`src/rtl/t04_timeout_counter_bank.sv`:
```
// Bank of independent elapsed-time / timeout counters with synchronised async ack clear.
// Count updates one cycle after start; ack clears SYNC_STAGES+1 edges after sampling; no backpressure.
module t04_timeout_counter_bank #(
    parameter int WIDTH       = 23,
    parameter int CHANNELS    = 4,
    parameter int SYNC_STAGES = 2
) (
    input  logic                      clk,
    input  logic                      rst,
    input  logic [CHANNELS-1:0]       start,
    input  logic [CHANNELS-1:0]       ack,
    input  logic [CHANNELS-1:0]       mode,
    input  logic [CHANNELS*WIDTH-1:0] thresh,
    output logic [CHANNELS*WIDTH-1:0] ct,
    output logic [CHANNELS-1:0]       running,
    output logic [CHANNELS-1:0]       timeout,
    output logic [CHANNELS-1:0]       timeout_pulse,
    output logic [CHANNELS-1:0]       saturated,
    output logic                      any_timeout
);

    typedef enum logic [1:0] {
        ST_IDLE    = 2'd0,
        ST_RUN     = 2'd1,
        ST_EXPIRED = 2'd2
    } state_t;

    localparam logic [WIDTH-1:0] ONES = {WIDTH{1'b1}};
    localparam logic [WIDTH-1:0] ONE  = {{(WIDTH-1){1'b0}}, 1'b1};

    for (genvar i = 0; i < CHANNELS; i++) begin : g_ch
        logic [SYNC_STAGES-1:0] sync_q;
        logic                   ack_q;
        logic                   ack_edge;
        state_t                 state;
        state_t                 state_nxt;
        logic [WIDTH-1:0]       cnt;
        logic [WIDTH-1:0]       cnt_nxt;
        logic [WIDTH-1:0]       th;
        logic                   pulse;
        logic                   pulse_nxt;

        assign th = thresh[i*WIDTH +: WIDTH];

        // ack is asynchronous: resynchronise, then keep one extra flop to find the rising edge
        always_ff @(posedge clk or posedge rst) begin
            if (rst) begin
                sync_q <= '0;
                ack_q  <= 1'b0;
            end else begin
                sync_q <= {sync_q[SYNC_STAGES-2:0], ack[i]};
                ack_q  <= sync_q[SYNC_STAGES-1];
            end
        end

        assign ack_edge = sync_q[SYNC_STAGES-1] & ~ack_q;

        always_ff @(posedge clk or posedge rst) begin
            if (rst) begin
                state <= ST_IDLE;
                cnt   <= '0;
                pulse <= 1'b0;
            end else begin
                state <= state_nxt;
                cnt   <= cnt_nxt;
                pulse <= pulse_nxt;
            end
        end

        // start beats ack beats threshold; an ack edge coinciding with start is dropped
        always_comb begin
            state_nxt = state;
            cnt_nxt   = cnt;
            pulse_nxt = 1'b0;
            if (start[i]) begin
                state_nxt = ST_RUN;
                cnt_nxt   = ONE;
            end else if (ack_edge && state != ST_IDLE) begin
                state_nxt = ST_IDLE;
                cnt_nxt   = '0;
            end else if (state == ST_RUN) begin
                if (th != '0 && cnt == th) begin
                    pulse_nxt = 1'b1;
                    if (mode[i]) begin
                        cnt_nxt = ONE;
                    end else begin
                        state_nxt = ST_EXPIRED;
                    end
                end else if (cnt != ONES) begin
                    cnt_nxt = cnt + ONE;
                end
            end
        end

        assign ct[i*WIDTH +: WIDTH] = cnt;
        assign running[i]           = (state == ST_RUN);
        assign timeout[i]           = (state == ST_EXPIRED);
        assign timeout_pulse[i]     = pulse;
        assign saturated[i]         = (cnt == ONES);
    end

    assign any_timeout = |timeout;

endmodule

```
`config.mk`:
```
export PLATFORM = sky130hd
export DESIGN_NAME = t04_timeout_counter_bank
export DESIGN_NICKNAME = d
export VERILOG_FILES = /design/src/rtl/t04_timeout_counter_bank.sv
export SDC_FILE = /design/constraint.sdc
export NUM_CORES = 1
export LEC_CHECK = 0
export BUFFER_PORTS_ARGS = -buffer_cell sky130_fd_sc_hd__buf_2
export CAP_MARGIN = 30
export CORE_MARGIN = 5
export CORE_UTILIZATION = 57
export DETAILED_ROUTE_END_ITERATION = 16
export PLACE_DENSITY = 0.95
export SLEW_MARGIN = 0
export SYNTH_ARGS = -nofsm -noshare
export SYNTH_HDL_FRONTEND = slang
export SYNTH_SLANG_ARGS = --single-unit
```
`constraint.sdc`:
```
create_clock -name clk -period 6.32 [get_ports clk]
set_input_delay 0.948 -clock clk [delete_from_list [all_inputs] [get_ports clk]]
set_output_delay 0.948 -clock clk [all_outputs]
set_load 0.01 [all_outputs]
```
==> results of run 1 <==
[worst max path at each step]
stage	endpoint	slack (ns)	cells past startpoint
after floorplan	g_ch[0].ack_q	2.30	1
after global placement	g_ch[1].cnt[20]	2.83	10
after detailed placement	g_ch[2].cnt[16]	2.75	7
after CTS	saturated[2]	2.64	6
after global routing	saturated[2]	2.35	6
final	saturated[2]	2.59	6
[registers in the layout, summed over array words and instances, names as in the netlist]
signal and cells:
g_ch.ack_q 4, g_ch.state 8, g_ch.pulse 4, g_ch.cnt 92, g_ch.sync_q 8
[cell type report]
class                      count  share of cell area
inverter                      35             0.01442
multi-input combinational    699              0.4706
timing repair buffer         218              0.1186
tap                          176             0.02373
clock inverter                 3            0.001618
clock buffer                  29             0.05824
sequential                   116              0.3128
[worst max-delay path: stages (launching register included)]
cell and delay [ns]:
dfrtp_1 0.48, ha_1 0.27, nand4_1 0.20, nor3_1 0.72
nand3_1 0.39, inv_1 0.16, buf_2 0.14
[cells by family after synthesis]
logic type / count (synthesis) / share of synthesized area
compound gates: 201 / 0.1762
buf+inv: 75 / 0.04206
simple gates: 397 / 0.2778
mux: 4 / 0.006268
xor+xnor: 93 / 0.1084
flops: 116 / 0.3827
fa+ha+maj: 4 / 0.006599
[stage by stage]
| step | hold WS (ns) | std cells |
|---|---|---|
| global route | 0.3545 | 1276 |
| floorplan | 0.3312 | 890 |
| finish | 0.3449 | 1276 |
| detailed placement | 0.3347 | 1244 |
| CTS | 0.3456 | 1276 |
| global placement | 0.3319 | 1244 |
[cell usage after synthesis, drive strengths merged (4+ instances only)]
library cell	n	area [sq um]
a211o	4	35.03
a21oi	23	115.1
a31oi	18	112.6
a41oi	4	35.03
and2	11	68.82
and3	17	111.4
and4	4	35.03
buf	14	90.09
clkbuf	26	97.59
dfrtp	116	2903
ha	4	50.05
inv	35	131.4
nand2	70	262.8
nand2b	15	93.84
nand3	50	250.2
nand4	34	219.0
nor2	59	221.5
nor2b	16	100.1
nor3	35	175.2
nor4	50	319.1
o211ai	16	120.1
o21a	8	60.06
o21ai	63	319.1
o22a	15	131.4
o31ai	18	135.1
o41ai	5	43.79
or2	9	56.31
or3	11	68.82
or4	11	82.58
xnor2	27	244.0
xor2	66	578.1
[power by group through the flow]
stage               Combinational (mW)  Sequential (mW)  Clock, mW
floorplan                        0.151            0.813          0
global placement                 0.255            0.815          0
detailed placement               0.261            0.816          0
CTS                              0.263            0.804      0.900
global route                     0.291            0.809      0.945
finish                           0.265            0.806      0.893
[layer usage]
metal / share of wire / GRT usage / vias up
met5: 0 / 0 / -
met4: 0.034 / 0.1193 / 0
met3: 0.090 / 0.07122 / 100
met2: 0.46 / 0.4495 / 481
met1: 0.41 / 0.3840 / 3795
li1: - / - / 3685
==> run metrics, run 1 <==
status=finished, final reports clean; ANT cells=0; critical path type=flip-flop to output port; Post-synth EDFFs=0; area delta synth->final=22.37%; num rows=42; MaxCap Viol Count=0; Hold-fix buffers, CTS=0; Iter 0 DRT Violations=1026; post-synth cell types=64; Sequential Area=2903 sq um; Routability Congestion=roughly 1.0; # resized after CTS=0; Sink Count=116; Clock Pin Slew Worst Setup and Hold Paths=approximately 0.05 ns; minimum clock period=3.727 ns; initial antenna violation count=0; clock insertion delay at the later pin of the skew report=0.41 ns; WL final=23.00 mm; Tightest Hold Check Type=flip-flop to flip-flop; Tcrit/Tclk final=0.5896; Worst Tran Pin Value=0.9982 ns; leakage power=roughly 4.3 nW; clock network fraction of total power=0.455; layout cells sized above 1=0.2418; R2R depth=8; WHS Path Cells=0; commonest non-fill, non-tap cells in the layout=buf_2, dfrtp_1, nand2_1, xor2_1, o21ai_0; Post-CTS Setup Inserts=0; FMAX=~270 MHz; worst hold start=g_ch[3].sync_q[0]; Die Width=125.4 microns; fin nets=1197; sequential share of power=0.410; Syn. warnings=0; global-route wire length before repair=37.67 mm; multi-input combinational cell area=approximately 4400 sq um; asr flop ratio synth=1.000; fill cell count=between 1000 and 1500; logic gate share of total power=0.135; Req. time, crit path=5.37 ns; final worst-path setup slack=2.593 ns; Starting Density=0.5773; R2R Path Start=g_ch[1].cnt[0]; R2R Path End=g_ch[1].cnt[12]; CTS tree=done; vias in the first global route=between 7000 and 8000; most common flop cell mapped by yosys=dfrtp_1; Post-Syn Area=roughly 7600 sq um; die area=~16000 sq um; peak supply drop=0.1610 mV; Post-Layout Inst Area=9281 sq um; Net Switching=521.6 uW; Worst setup startpoint=g_ch[2].cnt[0]; final-report hold violation count=0; CTS Root Cell=clkbuf_16; Final Skew=around 0.0076 ns; crit end category=output port; CTS Buffer Depth=2; Crit Path Max Fanout=8; Syn Nets=1000; Post-Synthesis Cells=890; Area after DPL=8726 sq um; GRT overflow=0; mean post-synth cell area=8.522 sq um; startpoint types=flip-flop; CTS Buf Count=17; CP arrival=2.78 ns; worst-case hold path end point=g_ch[3].sync_q[1]; post-layout util=0.7065; #FFs+latches synth=about 120; I/O Buffers=214; HPWL Detailed=16.99 mm; switching share of power=0.2655; drt first pass iters=5; GRT Total Usage=0.2873; most common library cell in the layout ignoring fill and taps=buf_2; worst reg-to-reg setup slack=3.08 ns; IO Count=215; Internal=1.443 mW; Vias/cell=between 6 and 7; sequential fraction of the synthesis area=0.3827; Die Ht=125.4 microns; pre-CTS WS=2.754 ns; post-route ant nets=0; largest net degree at the start of global routing=61; Power Total=1.964 mW; final setup fails=0; RSZ-0062 raised after global routing=false; PD cells=approximately 210 nW/um^2; H-tree depth=4; DRC viols=0; max-slew violation count=0; setup TNS=0 ns; mean routed wirelength per cell=18.02 microns; Slew headroom=0.3345; Via Count=8061; core area=13140 sq um
(Power assumes the default switching activity.)
==> inputs of run 2 (changes only) <==
CORE_UTILIZATION = 53   (was 57)
PLACE_DENSITY = 0.91   (was 0.95)
clock period = 3.83 ns   (was 6.32 ns; I/O delays follow)
==> run 2 against run 1 <==
  * Sequential power grew 65%
  * Flip-flop and latch count did not move
  * First-iteration DRC count down 30%
  * Clock power increased by 97%
  * Clock-buffer cell count is 10 lower
  * Non-clock buffer count rose by 9
  * Highest routed layer unchanged
==> run metrics, run 2 (synthesis gave the netlist of run 1 again) <==
die area=16800 sq um (+6.9%); Iter 0 DRT Violations=719 (-30%); area delta synth->final=24.94%; worst reg-to-reg setup slack=0.71 ns (-2.37 ns); final-report hold violation count=0 (unchanged); Post-CTS Setup Inserts=0 (unchanged); R2R Path End=g_ch[3].cnt[1]; peak supply drop=0.2742 mV (+70%); Worst Tran Pin Value=0.9625 ns (-0.03570 ns); Sequential Area=2903 sq um (unchanged); Top Registers=g_ch.cnt (92), g_ch.state (8), g_ch.sync_q (8); leakage power=4.439 nW (+2.1%); global-route wire length before repair=37.35 mm (-0.84%); R2R Path Start=g_ch[3].cnt[0]; largest net degree at the start of global routing=68 (+11%); fill cell count=1122 (+11%); I/O Buffers=214 (unchanged); RSZ-0062 raised after global routing=false; Tcrit/Tclk final=0.8801; commonest non-fill, non-tap cells in the layout=buf_2, dfrtp_1, nand2_1, xor2_1, o21ai_0; HPWL Detailed=17.23 mm (+1.4%); clock insertion delay at the later pin of the skew report=0.42 ns (about the same); final setup fails=0 (unchanged); pre-CTS WS=0.7937 ns (-1.960 ns); Hold-fix buffers, CTS=0 (unchanged); post-route ant nets=0 (unchanged); Starting Density=0.5443 (-0.03302); Vias/cell=6.257 (-0.96%); IO Count=215 (unchanged); FMAX=296.7 MHz; minimum clock period=3.371 ns; setup TNS=0 ns (unchanged); CP arrival=2.80 ns (+0.02 ns); Via Count=8065 (+0.050%); Routability Congestion=0.9400 (-5.5%); post-layout util=0.6801 (-0.02640); CTS Buffer Depth=2 (unchanged); CTS tree=done; Final Skew=0.008733 ns (+0.001175 ns); Die Ht=129.6 microns (+3.4%); critical path type=flip-flop to output port; drt first pass iters=6 (+1); MaxCap Viol Count=0 (unchanged); Sink Count=116 (unchanged); H-tree depth=4 (unchanged); status=finished, final reports clean; DRC viols=0 (unchanged); ANT cells=0 (unchanged); final worst-path setup slack=0.4592 ns (-2.134 ns); crit end category=output port; # resized after CTS=0 (unchanged); Biggest register=g_ch.cnt; core area=13930 sq um (+6.1%); R2R depth=8 (unchanged); initial antenna violation count=0 (unchanged); num rows=43 (+2.4%); max-slew violation count=0 (unchanged); Clock Pin Slew Worst Setup and Hold Paths=0.06 ns (about the same); fin nets=1206 (+0.75%); Req. time, crit path=3.26 ns (-2.11 ns); most common library cell in the layout ignoring fill and taps=buf_2; CTS Root Cell=clkbuf_16; CTS Buf Count=17 (unchanged); PD cells=372.8 nW/um^2 (+76%); Tightest Hold Check Type=input port to asynchronous set/reset pin; startpoint types=flip-flop; Die Width=129.6 microns (+3.4%); GRT Total Usage=0.2734 (-0.01396); GRT overflow=0 (unchanged); mean routed wirelength per cell=17.99 microns (-0.19%); Crit Path Max Fanout=6 (-2); vias in the first global route=7540 (-1.5%); multi-input combinational cell area=4368 sq um (unchanged); WL final=23.19 mm (+0.82%); Slew headroom=0.3524 (+0.01788); layout cells sized above 1=0.2525 (+0.01066); max reg flops=92 (unchanged)
==> run 2: where the power goes <==
part / switching (mW) / total [mW] / internal [mW]
Sequential: 0.0636 / 1.33 / 1.26
Clock: 0.578 / 1.76 / 1.19
Combinational: 0.263 / 0.441 / 0.178
Total: 0.905 / 3.53 / 2.63
==> run 2: worst max path at each step <==
stage,start,end,slack (ns),cells after the start
floorplan,rst,g_ch[0].ack_q,0.18,1
global placement,g_ch[3].cnt[0],g_ch[3].cnt[1],0.83,8
detailed placement,thresh[87],g_ch[3].cnt[15],0.79,8
CTS,g_ch[1].cnt[0],saturated[1],0.52,5
global route,g_ch[3].cnt[0],saturated[3],0.36,7
finish,g_ch[1].cnt[0],saturated[1],0.46,5
==> run 2: final cells by class <==
cell class                      instances  area share
Multi-Input combinational cell        699      0.4609
Tap cell                              180     0.02377
Clock buffer                           19     0.04780
Inverter                               35     0.01413
Sequential cell                       116      0.3063
Clock inverter                         13     0.02165
Timing Repair Buffer                  227      0.1254
==> run 2: routing by layer <==
layer | share of wire | global-route usage | vias to the layer above
li1 | - | - | 3717
met1 | 0.41 | 0.3787 | 3790
met2 | 0.47 | 0.4277 | 492
met3 | 0.096 | 0.06265 | 66
met4 | 0.023 | 0.08680 | 0
met5 | 0 | 0 | -
==> run 2: metrics by stage <==
stage | power [mW] | instances | hold WS, ns | instance area, sq um
2_1_floorplan | 1.591 | 890 | 0.3312 | 7585
3_3_place_gp | 1.774 | 1256 | 0.3325 | 8791
3_5_place_dp | 1.784 | 1257 | 0.3355 | 8818
4_1_cts | 3.555 | 1289 | 0.05520 | 9477
5_1_grt | 3.668 | 1289 | 0.06816 | 9477
6_report | 3.533 | 1289 | 0.06394 | 9477
==> run 2: critical path, cell delays in order (launching register included) <==
cell and delay [ns]:
dfrtp_1 0.46, ha_1 0.22, and3_1 0.25, nand3_1 0.27, nor4_1 0.90, buf_2 0.27
